===== src/rtl/mips_reg_writeback_if.sv =====
// Producer-to-writeback push bus: one result entry per valid/ready handshake.
interface mips_reg_writeback_if;
  logic        wb_valid;
  logic        wb_ready;
  logic [4:0]  wb_reg;
  logic [31:0] wb_data;
  logic        wb_is_link;

  modport master (output wb_valid, wb_reg, wb_data, wb_is_link, input wb_ready);
  modport slave  (input wb_valid, wb_reg, wb_data, wb_is_link, output wb_ready);
endinterface


===== src/rtl/mips_reg_writeback.sv =====
// In-order write-back queue and pending-write scoreboard; one edge from an empty queue to the strobe.
// wb_ready drops when full or during flush/reset, and drains only while drain_enable is high.
module mips_reg_writeback #(
  parameter int DEPTH     = 4,
  parameter int JAL_WIDTH = 13,
  localparam int OW = $clog2(DEPTH + 1),
  localparam int PW = $clog2(DEPTH)
) (
  input  logic                  clk,
  input  logic                  rst_n,
  mips_reg_writeback_if.slave   wb,
  input  logic                  drain_enable,
  input  logic                  flush,
  input  logic [4:0]            read_reg_1,
  input  logic [4:0]            read_reg_2,
  output logic                  hazard_1,
  output logic                  hazard_2,
  output logic [4:0]            write_reg,
  output logic [31:0]           write_data,
  output logic                  signal_reg_write,
  output logic                  jal,
  output logic [JAL_WIDTH-1:0]  jal_address,
  output logic [OW-1:0]         occupancy
);

  logic [PW-1:0]        wr_ptr_q, wr_ptr_d, rd_ptr_q, rd_ptr_d;
  logic [OW-1:0]        occ_q, occ_d;
  logic [4:0]           q_reg_q  [DEPTH];
  logic [4:0]           q_reg_d  [DEPTH];
  logic [31:0]          q_data_q [DEPTH];
  logic [31:0]          q_data_d [DEPTH];
  logic                 q_link_q [DEPTH];
  logic                 q_link_d [DEPTH];
  logic                 srw_q, srw_d, jal_q, jal_d;
  logic [4:0]           wreg_q, wreg_d;
  logic [31:0]          wdata_q, wdata_d;
  logic [JAL_WIDTH-1:0] jaddr_q, jaddr_d;

  logic       full, push, push_keep, pop;
  logic       haz1, haz2;
  logic [PW-1:0] idx;
  logic [4:0] tgt;

  assign full        = (occ_q == OW'(DEPTH));
  assign wb.wb_ready = rst_n && !full && !flush;
  assign push        = wb.wb_valid && wb.wb_ready;
  // Writes to $zero complete the handshake but never occupy a slot.
  assign push_keep   = push && (wb.wb_is_link || (wb.wb_reg != 5'd0));
  assign pop         = drain_enable && (occ_q != '0) && !flush;

  always_comb begin
    wr_ptr_d = wr_ptr_q;
    rd_ptr_d = rd_ptr_q;
    occ_d    = occ_q;
    q_reg_d  = q_reg_q;
    q_data_d = q_data_q;
    q_link_d = q_link_q;
    srw_d    = 1'b0;
    jal_d    = 1'b0;
    wreg_d   = wreg_q;
    wdata_d  = wdata_q;
    jaddr_d  = jaddr_q;
    if (flush) begin
      wr_ptr_d = '0;
      rd_ptr_d = '0;
      occ_d    = '0;
    end else begin
      if (push_keep) begin
        q_reg_d[wr_ptr_q]  = wb.wb_reg;
        q_data_d[wr_ptr_q] = wb.wb_data;
        q_link_d[wr_ptr_q] = wb.wb_is_link;
        wr_ptr_d           = wr_ptr_q + PW'(1);
      end
      if (pop) begin
        rd_ptr_d = rd_ptr_q + PW'(1);
        if (q_link_q[rd_ptr_q]) begin
          jal_d   = 1'b1;
          wreg_d  = 5'd0;
          jaddr_d = q_data_q[rd_ptr_q][JAL_WIDTH-1:0];
        end else begin
          srw_d   = 1'b1;
          wreg_d  = q_reg_q[rd_ptr_q];
          wdata_d = q_data_q[rd_ptr_q];
        end
      end
      case ({push_keep, pop})
        2'b10:   occ_d = occ_q + OW'(1);
        2'b01:   occ_d = occ_q - OW'(1);
        default: occ_d = occ_q;
      endcase
    end
  end

  always_ff @(posedge clk or negedge rst_n) begin
    if (!rst_n) begin
      wr_ptr_q <= '0;
      rd_ptr_q <= '0;
      occ_q    <= '0;
      for (int i = 0; i < DEPTH; i++) begin
        q_reg_q[i]  <= '0;
        q_data_q[i] <= '0;
        q_link_q[i] <= 1'b0;
      end
      srw_q   <= 1'b0;
      jal_q   <= 1'b0;
      wreg_q  <= '0;
      wdata_q <= '0;
      jaddr_q <= '0;
    end else begin
      wr_ptr_q <= wr_ptr_d;
      rd_ptr_q <= rd_ptr_d;
      occ_q    <= occ_d;
      q_reg_q  <= q_reg_d;
      q_data_q <= q_data_d;
      q_link_q <= q_link_d;
      srw_q    <= srw_d;
      jal_q    <= jal_d;
      wreg_q   <= wreg_d;
      wdata_q  <= wdata_d;
      jaddr_q  <= jaddr_d;
    end
  end

  // A link entry is a pending write to $ra (r31).
  always_comb begin
    haz1 = 1'b0;
    haz2 = 1'b0;
    idx  = '0;
    tgt  = '0;
    for (int i = 0; i < DEPTH; i++) begin
      idx = rd_ptr_q + PW'(i);
      tgt = q_link_q[idx] ? 5'd31 : q_reg_q[idx];
      if (OW'(i) < occ_q) begin
        if (tgt == read_reg_1) haz1 = 1'b1;
        if (tgt == read_reg_2) haz2 = 1'b1;
      end
    end
    if ((srw_q && wreg_q == read_reg_1) || (jal_q && read_reg_1 == 5'd31)) haz1 = 1'b1;
    if ((srw_q && wreg_q == read_reg_2) || (jal_q && read_reg_2 == 5'd31)) haz2 = 1'b1;
  end

  assign hazard_1         = haz1 && (read_reg_1 != 5'd0);
  assign hazard_2         = haz2 && (read_reg_2 != 5'd0);
  assign write_reg        = wreg_q;
  assign write_data       = wdata_q;
  assign signal_reg_write = srw_q;
  assign jal              = jal_q;
  assign jal_address      = jaddr_q;
  assign occupancy        = occ_q;

endmodule


===== src/flat_wrapper.sv =====
// flat-port wrapper written by rule: the top's interface ports become plain ports
module mips_reg_writeback_flat 
#(
  parameter int DEPTH     = 4,
  parameter int JAL_WIDTH = 13,
  localparam int OW = $clog2(DEPTH + 1),
  localparam int PW = $clog2(DEPTH)
)
  (clk, rst_n, drain_enable, flush, read_reg_1, read_reg_2, hazard_1, hazard_2, write_reg, write_data, signal_reg_write, jal, jal_address, occupancy, wb_wb_valid, wb_wb_reg, wb_wb_data, wb_wb_is_link, wb_wb_ready);
  mips_reg_writeback_if wb_i ();
  input  logic clk;
  input  logic rst_n;
  input  logic drain_enable;
  input  logic flush;
  input  logic [4:0] read_reg_1;
  input  logic [4:0] read_reg_2;
  output logic hazard_1;
  output logic hazard_2;
  output logic [4:0] write_reg;
  output logic [31:0] write_data;
  output logic signal_reg_write;
  output logic jal;
  output logic [JAL_WIDTH-1:0] jal_address;
  output logic [OW-1:0] occupancy;
  input wire logic [$bits(wb_i.wb_valid)-1:0] wb_wb_valid;
  input wire logic [$bits(wb_i.wb_reg)-1:0] wb_wb_reg;
  input wire logic [$bits(wb_i.wb_data)-1:0] wb_wb_data;
  input wire logic [$bits(wb_i.wb_is_link)-1:0] wb_wb_is_link;
  output wire logic [$bits(wb_i.wb_ready)-1:0] wb_wb_ready;
  assign wb_i.wb_valid = wb_wb_valid;
  assign wb_i.wb_reg = wb_wb_reg;
  assign wb_i.wb_data = wb_wb_data;
  assign wb_i.wb_is_link = wb_wb_is_link;
  assign wb_wb_ready = wb_i.wb_ready;
  mips_reg_writeback #(.DEPTH(DEPTH), .JAL_WIDTH(JAL_WIDTH)) u_core (.clk(clk), .rst_n(rst_n), .wb(wb_i), .drain_enable(drain_enable), .flush(flush), .read_reg_1(read_reg_1), .read_reg_2(read_reg_2), .hazard_1(hazard_1), .hazard_2(hazard_2), .write_reg(write_reg), .write_data(write_data), .signal_reg_write(signal_reg_write), .jal(jal), .jal_address(jal_address), .occupancy(occupancy));
endmodule

===== config.mk =====
export PLATFORM = sky130hd
export DESIGN_NAME = mips_reg_writeback_flat
export DESIGN_NICKNAME = d
export VERILOG_FILES = /design/src/rtl/mips_reg_writeback_if.sv /design/src/rtl/mips_reg_writeback.sv /design/src/flat_wrapper.sv
export SDC_FILE = /design/constraint.sdc
export NUM_CORES = 1
export LEC_CHECK = 0
export CAP_MARGIN = 20
export CELL_PAD_IN_SITES_DETAIL_PLACEMENT = 1
export CELL_PAD_IN_SITES_GLOBAL_PLACEMENT = 2
export CORE_ASPECT_RATIO = 0.7
export CORE_MARGIN = 3
export CORE_UTILIZATION = 40
export CTS_CLUSTER_DIAMETER = 50
export DETAILED_ROUTE_END_ITERATION = 16
export GPL_TIMING_DRIVEN = 0
export PLACE_DENSITY = 0.76
export SLEW_MARGIN = 20
export SYNTH_ARGS = -nofsm -noshare
export SYNTH_HDL_FRONTEND = slang
export SYNTH_SLANG_ARGS = --single-unit

===== constraint.sdc =====
create_clock -name clk -period 3.5 [get_ports clk]
set_clock_uncertainty 0.15 [all_clocks]
set_input_delay 0.7 -clock clk [delete_from_list [all_inputs] [get_ports clk]]
set_output_delay 0.7 -clock clk [all_outputs]
set_load 0.01 [all_outputs]

==> impl_metrics.py, run 1 <==
metrics = {
    "die": {
        "die-height_um": 142.1,
        "core_sq_mm": 0.02587,
        "dieArea_sq_mm": 0.02847,
        "initial_core_util_pct": 40.90,
        "die_x_um": 200.4,
        "num_rows": 49,
        "io_pins": 111,
    },
    "route": {
        "drc_errors": 0,
        "routedWlPerCell_um": 22.57,
        "num_vias": 7104,
        "drtAntennaViolNets": 0,
        "wirelength_um": 29320,
        "drtIter0Drc": 270,
        "drt_pass1_iterations": 4,
        "viasPerCell": 5.469,
    },
    "placed_design": {
        "gp_congestion": 0.8739,
        "dpl.hpwl_um": 21300,
        "dp.cells": 1236,
        "io_buffers": 108,
    },
    "synth": {
        "synth_top_area_cell": "dfrtp_1",
        "syn_nets": 830,
        "synth_common_cells": "dfrtp_1 (211), mux2_2 (120), mux2_1 (81), mux4_2 (47), nand2_1 (32)",
        "ys_types": 52,
        "yosysWarnings": 0,
        "synth_area_leaders": "dfrtp_1 (50%), mux2_2 (13%), mux4_2 (10%), mux2_1 (8.6%), mux2i_1 (1.8%)",
        "synthArstFlopShare_pct": 100.0,
        "synth_edf_count": 0,
        "yosysMostFrequentCell": "dfrtp_1",
        "ys.flop_type": "dfrtp_1",
        "synth-seq-cells": 211,
        "synth_compound_area_share_pct": 4.044,
        "yosys.area_share.adder_pct": 0.9460,
        "synthXorXnorAreaFrac_pct": 2.649,
        "synth_area_sq_mm": 0.01058,
        "synth-simple-area-share_pct": 5.617,
        "synthCells": 769,
        "ys_seq_area_share_pct": 49.90,
        "synthMuxAreaShare_pct": 33.57,
        "synth_top_family_by_area": "multiplexers",
        "synth_top_area_share_pct": 49.90,
        "syn_avg_cell_area_sq_um": 13.76,
    },
    "clock_tree": {
        "numCtsBuffers": 23,
        "clkLatencyLatePin_ns": 0.50,
        "cts_tree": "yes",
        "path_clk_slew_ns": 0.06,
        "clkSinkCount": 211,
        "cts.htree.levels": 1,
        "clockRootBuffer": "clkbuf_16",
        "clk_path_buf_depth": 3,
    },
    "grt": {
        "antenna_found_initial": 2,
        "grt_max_degree": 99,
        "grt_pass1_vias": 7913,
        "grt_pass1_wl_um": 46360,
        "overflow": 0,
        "grt_util_all_layers_pct": 20.60,
    },
    "pwr": {
        "pwr-share-seq_pct": 35.3,
        "ir_drop_mv": 0.3968,
        "powerDensity_mw_per_mm2": 829.7,
        "pwr-share-comb_pct": 43.3,
        "p_int_uw": 7326,
        "swShare_pct": 33.89,
        "p_total_uw": 11080,
        "p_switching_uw": 3756,
        "clkPwrFrac_pct": 21.5,
        "leakage_uw": 0.005764,
    },
    "finish": {
        "fin_nets": 987,
        "layout-drive-gt1-share_pct": 32.38,
        "num-fill-cells": 2557,
        "seqCellArea_sq_mm": 0.005281,
        "synthToLayoutAreaGrowth_pct": 26.24,
        "diodes": 0,
        "regMostFlops": "u_core.q_data_q",
        "multi_input_area_sq_mm": 0.005152,
        "largest_reg_flops": 128,
        "instances_no_fill": 1299,
    },
    "sta": {
        "rsz0062_at_grt": "yes",
        "setup-violations-final": 2,
        "slew_viol_final": 0,
        "worstMarginPinSlew_ns": 0.9261,
        "max_freq_mhz": 269.9,
        "hold_viol": 0,
        "finalCriticalPeriod_ns": 3.706,
        "setup_slack_ns": -0.2056,
        "finalCritPeriodShare_pct": 105.9,
        "max-slew-margin-rel_pct": 38.05,
    },
    "outcome": {
        "status": "finished, violations left",
        "violations": "negative setup slack",
    },
    "worst_setup_path": {
        "crit_type": "reg2out",
        "critPathSlowestCell": "mux4_2",
        "start_kind": "flip-flop",
        "cpPeakStageDelay_ns": 0.59,
        "crit_chain": "buf_8 -> mux4_2 -> buf_4 -> nor4b_2 -> nor3_1 -> nor4_2 -> a211oi_1 -> a21oi_1 -> buf_2",
        "arrival_ns": 2.86,
        "crit_path_end_kind": "primary output",
        "crit_required_ns": 2.65,
        "crit_path_max_fanout": 5,
    },
    "min_path": {
        "hp-class": "in2async",
    },
    "run": {
        "drv_cap": 0,
    },
}
cells in the final DEF, fill, tap and decap left out, types with 3 or more instances in the layout:
cell and count:
a22oi_1 4, mux4_2 47, nor4bb_1 3, inv_6 3, ha_1 8, nand2_1 32, mux2i_1 11, buf_2 16
buf_12 4, clkbuf_2 3, nor3_1 16, a21oi_1 17, inv_1 11, mux2_1 80, a31oi_1 9, nor2_1 28
dfrtp_1 210, clkbuf_1 12, mux2_2 121, clkinv_2 4, xnor2_1 19, o22ai_1 8, nand3_1 12, buf_4 34
buf_6 4, clkbuf_8 8, xor2_1 11, mux2i_4 7, buf_8 3, o21ai_0 4, nor2b_1 5, o21ai_1 4
clkbuf_16 23, clkdlybuf4s50_1 104
final cells by class:
class	instances	share of cell area (%)
multi-input combinational	495	38.57
clock inverter	7	0.3747
sequential	211	39.54
tap	357	3.344
timing repair buffer	132	9.807
inverter	13	0.4309
clock buffer	34	5.217
buffer	50	2.716
critical path: cells and delay by family, from the launching register on:
kind | cells | cell delay, ns
simple gates | 3 | 0.67
mux | 1 | 0.59
flops | 1 | 0.40
compound gates | 2 | 0.22
buf+inv | 3 | 0.47
path summary, 6_finish.rpt:
check                               startpoint                       to  slack (ns)  cells past startpoint
max                         u_core.rd_ptr_q[0]                 hazard_1       -0.21                      9
min                                      rst_n    u_core.jal_address[9]        0.06                      2
max reg2reg                u_core.occupancy[1]   u_core.jal_address[10]        0.28                      9
min reg2reg                u_core.q_data_q[50]      u_core.q_data_q[50]        0.34                      1
max in group asynchronous                rst_n  u_core.signal_reg_write        1.90                      2
min in group clk           u_core.q_data_q[50]      u_core.q_data_q[50]        0.34                      1
through the flow:
stage / utilization [%] / cell area [sq um] / TNS (ns) / hold WS [ns] / setup WS, ns
3_5_place_dp: 47.04 / 12170 / -18.75 / 0.3292 / -0.9487
2_1_floorplan: - / 10580 / 0 / 0.2544 / 0.6221
3_3_place_gp: 46.80 / 12110 / -2442.39 / 0.3176 / -6.802
6_report: 51.63 / 13360 / -0.3257 / 0.06199 / -0.2056
5_1_grt: 51.63 / 13360 / -0.5394 / 0.08515 / -0.3162
4_1_cts: 51.11 / 13220 / -0.3941 / 0.07012 / -0.2212
logic make-up after synthesis:
kind of cell / count (synthesis)
simple gates: 121
compound gates: 65
flops: 211
mux: 269
fa+ha+maj: 8
xor+xnor: 32
buf+inv: 63
power groups by stage:
stage	Combinational [uW]	Clock, uW	Sequential, uW
floorplan	2700	0	3840
finish	4790	2380	3910
global route	5160	2570	4030
CTS	4670	2440	3910
global placement	4130	0	3830
detailed placement	4310	0	3930
what timing repair did:
item	CTS	global route
gates cloned	1	0
buffers inserted	16	5
hold buffers	1	0
resized for setup	49	26
setup endpoints to repair	3	2
endpoints found under the hold margin	21	0
pin swaps	9	12
layer usage:
layer | wire [um] | up-vias | global-route usage, %
li1 | - | 3151 | -
met1 | 13620 | 3765 | 29.21
met2 | 13880 | 153 | 33.89
met3 | 1429 | 31 | 3.840
met4 | 363 | 4 | 3.731
met5 | 27 | - | 0
No activity file was read; power rests on OpenSTA's default activity.
==> run 2: changes to the inputs <==
--- a/config.mk
+++ b/config.mk
@@ -10,11 +10,11 @@
 export CELL_PAD_IN_SITES_GLOBAL_PLACEMENT = 2
 export CORE_ASPECT_RATIO = 0.7
 export CORE_MARGIN = 3
-export CORE_UTILIZATION = 40
+export CORE_UTILIZATION = 36
 export CTS_CLUSTER_DIAMETER = 50
 export DETAILED_ROUTE_END_ITERATION = 16
 export GPL_TIMING_DRIVEN = 0
-export PLACE_DENSITY = 0.76
+export PLACE_DENSITY = 0.72
 export SLEW_MARGIN = 20
 export SYNTH_ARGS = -nofsm -noshare
 export SYNTH_HDL_FRONTEND = slang
==> constraint.sdc (replaced) <==
create_clock -name clk -period 3.3 [get_ports clk]
set_clock_uncertainty 0.15 [all_clocks]
set_input_delay 0.66 -clock clk [delete_from_list [all_inputs] [get_ports clk]]
set_output_delay 0.66 -clock clk [all_outputs]
set_load 0.01 [all_outputs]
==> impl_metrics.py, run 2 (same netlist as run 1, synthesis figures left out) <==
metrics = {
    "outcome": {
        "status": "finished, violations left",
        "violations": "negative setup slack",
    },
    "finish": {
        "regMostFlops": "u_core.q_data_q",
        "final_cell_mix": "dfrtp_1 (209), mux2_2 (121), clkdlybuf4s50_1 (104)",
        "layout-drive-gt1-share_pct": 33.72,
        "largest_reg_flops": 128,
        "synthToLayoutAreaGrowth_pct": 30.54,
        "fin_nets": 996,
        "diodes": 0,
        "layout_commonest_cell": "dfrtp_1",
        "instances_no_fill": 1326,
    },
    "die": {
        "dieArea_sq_mm": 0.03152,
        "die_x_um": 210.9,
        "core_sq_mm": 0.02833,
        "io_pins": 111,
        "die-height_um": 149.4,
        "num_rows": 51,
        "initial_core_util_pct": 37.35,
    },
    "placed_design": {
        "io_buffers": 108,
        "dp.cells": 1250,
        "dpl.hpwl_um": 19840,
        "gp_congestion": 0.8014,
        "preCtsSetupSlack_ns": -1.096,
    },
    "route": {
        "num_vias": 7057,
        "routedWlPerCell_um": 22.04,
        "viasPerCell": 5.322,
        "met1_length_um": 14060,
        "drc_errors": 0,
        "drtIter0Drc": 308,
        "wl_met3_um": 1664,
        "wirelength_um": 29230,
        "drt_pass1_iterations": 4,
        "highest_layer": "met5",
        "drtAntennaViolNets": 0,
        "met2WireLength_um": 13110,
    },
    "clock_tree": {
        "numCtsBuffers": 26,
        "clkLatencyLatePin_ns": 0.54,
        "cts_tree": "yes",
        "clk_path_buf_depth": 3,
        "cts.htree.levels": 1,
        "clockRootBuffer": "clkbuf_16",
        "clkSinkCount": 211,
        "path_clk_slew_ns": 0.06,
    },
    "pwr": {
        "ir_drop_mv": 0.4002,
        "pwr-share-seq_pct": 33.4,
        "p_total_uw": 12310,
        "pwr-share-comb_pct": 40.3,
        "powerDensity_mw_per_mm2": 891.1,
        "clkPwrFrac_pct": 26.4,
        "swShare_pct": 32.54,
        "leakage_uw": 0.005973,
        "p_int_uw": 8304,
        "p_switching_uw": 4005,
    },
    "sta": {
        "finalCritPeriodShare_pct": 112.4,
        "max-slew-margin-rel_pct": 49.68,
        "finalCriticalPeriod_ns": 3.711,
        "hold_viol": 0,
        "worstMarginPinSlew_ns": 0.7548,
        "slew_viol_final": 0,
        "max_freq_mhz": 269.5,
        "setup-violations-final": 2,
        "setup_slack_ns": -0.4108,
        "rsz0062_at_grt": "yes",
    },
    "worst_setup_path": {
        "cp_num_buf_inv": 4,
        "crit_path_max_fanout": 10,
        "cp.depth": 10,
        "crit_family": "multiplexers",
        "crit_required_ns": 2.49,
        "r2r_cells": 9,
        "crit_path_end_kind": "primary output",
        "crit_type": "reg2out",
        "crit_chain": "buf_8 -> buf_12 -> inv_8 -> mux4_2 -> xnor2_2 -> nand3_1 -> nor4_2 -> a211oi_2 -> a21oi_2 -> buf_2",
        "critPathSlowestCell": "mux4_2",
        "start_kind": "flip-flop",
        "arrival_ns": 2.90,
        "cpPeakStageDelay_ns": 0.56,
    },
    "grt": {
        "grt_max_degree": 43,
        "overflow": 0,
        "grt_pass1_wl_um": 46220,
        "grt_pass1_vias": 7630,
        "antenna_found_initial": 2,
        "grt_util_all_layers_pct": 18.93,
    },
    "run": {
        "drv_cap": 0,
    },
    "min_path": {
        "hp-class": "in2async",
    },
}
-- run 2: cell type report --
cell class	count	area (sq um)
Multi-Input combinational cell	495	5132
Tap cell	371	464.2
Fill cell	2870	14520
Sequential cell	211	5283
Buffer	50	367.9
Clock inverter	17	284.0
Clock buffer	31	719.4
Inverter	13	57.56
Timing Repair Buffer	138	1505
-- run 2: worst paths after layout --
path,to,slack [ns],start
max,hazard_1,-0.41,u_core.rd_ptr_q[0]
min,u_core.q_data_q[45],0.02,rst_n
max reg2reg,u_core.jal_address[6],0.35,u_core.occupancy[1]
min reg2reg,u_core.q_data_q[99],0.34,u_core.q_data_q[99]
max in group asynchronous,u_core.q_data_q[87],2.22,rst_n
min in group clk,u_core.q_data_q[99],0.34,u_core.q_data_q[99]
-- run 2: metal layers --
| metal | GRT usage, % | up-vias |
|---|---|---|
| met4 | 2.543 | 4 |
| met1 | 28.56 | 3704 |
| met2 | 29.03 | 140 |
| li1 | - | 3176 |
| met5 | 0 | - |
| met3 | 3.877 | 33 |
-- run 2: metrics by stage --
step                      TNS (ns)  hold WS, ns  utilization, %  instance area [sq um]
final                      -0.6993      0.02436           48.75                  13810
after global routing        -1.044      0.01253           48.75                  13810
after floorplan                  0       0.2144               -                  10580
after detailed placement   -152.37       0.3260           43.01                  12190
after global placement    -2922.40       0.3195           42.80                  12130
after CTS                  -0.6582     0.008456           48.31                  13690
-- run 2: power by group through the flow --
stage / Combinational (uW) / Clock (uW) / Sequential [uW]
2_1_floorplan: 2860 / 0 / 4070
3_3_place_gp: 4440 / 0 / 4110
3_5_place_dp: 4500 / 0 / 4130
4_1_cts: 4880 / 3330 / 4110
5_1_grt: 5380 / 3440 / 4250
6_report: 4960 / 3250 / 4110
-- run 2: repair_timing --
action,in CTS,in global routing
pin swaps,5,4
gates resized for setup,60,14
hold buffers,5,0
buffers inserted,9,10
endpoints found under the hold margin,60,0
setup endpoints to repair,160,12
cloned,4,0
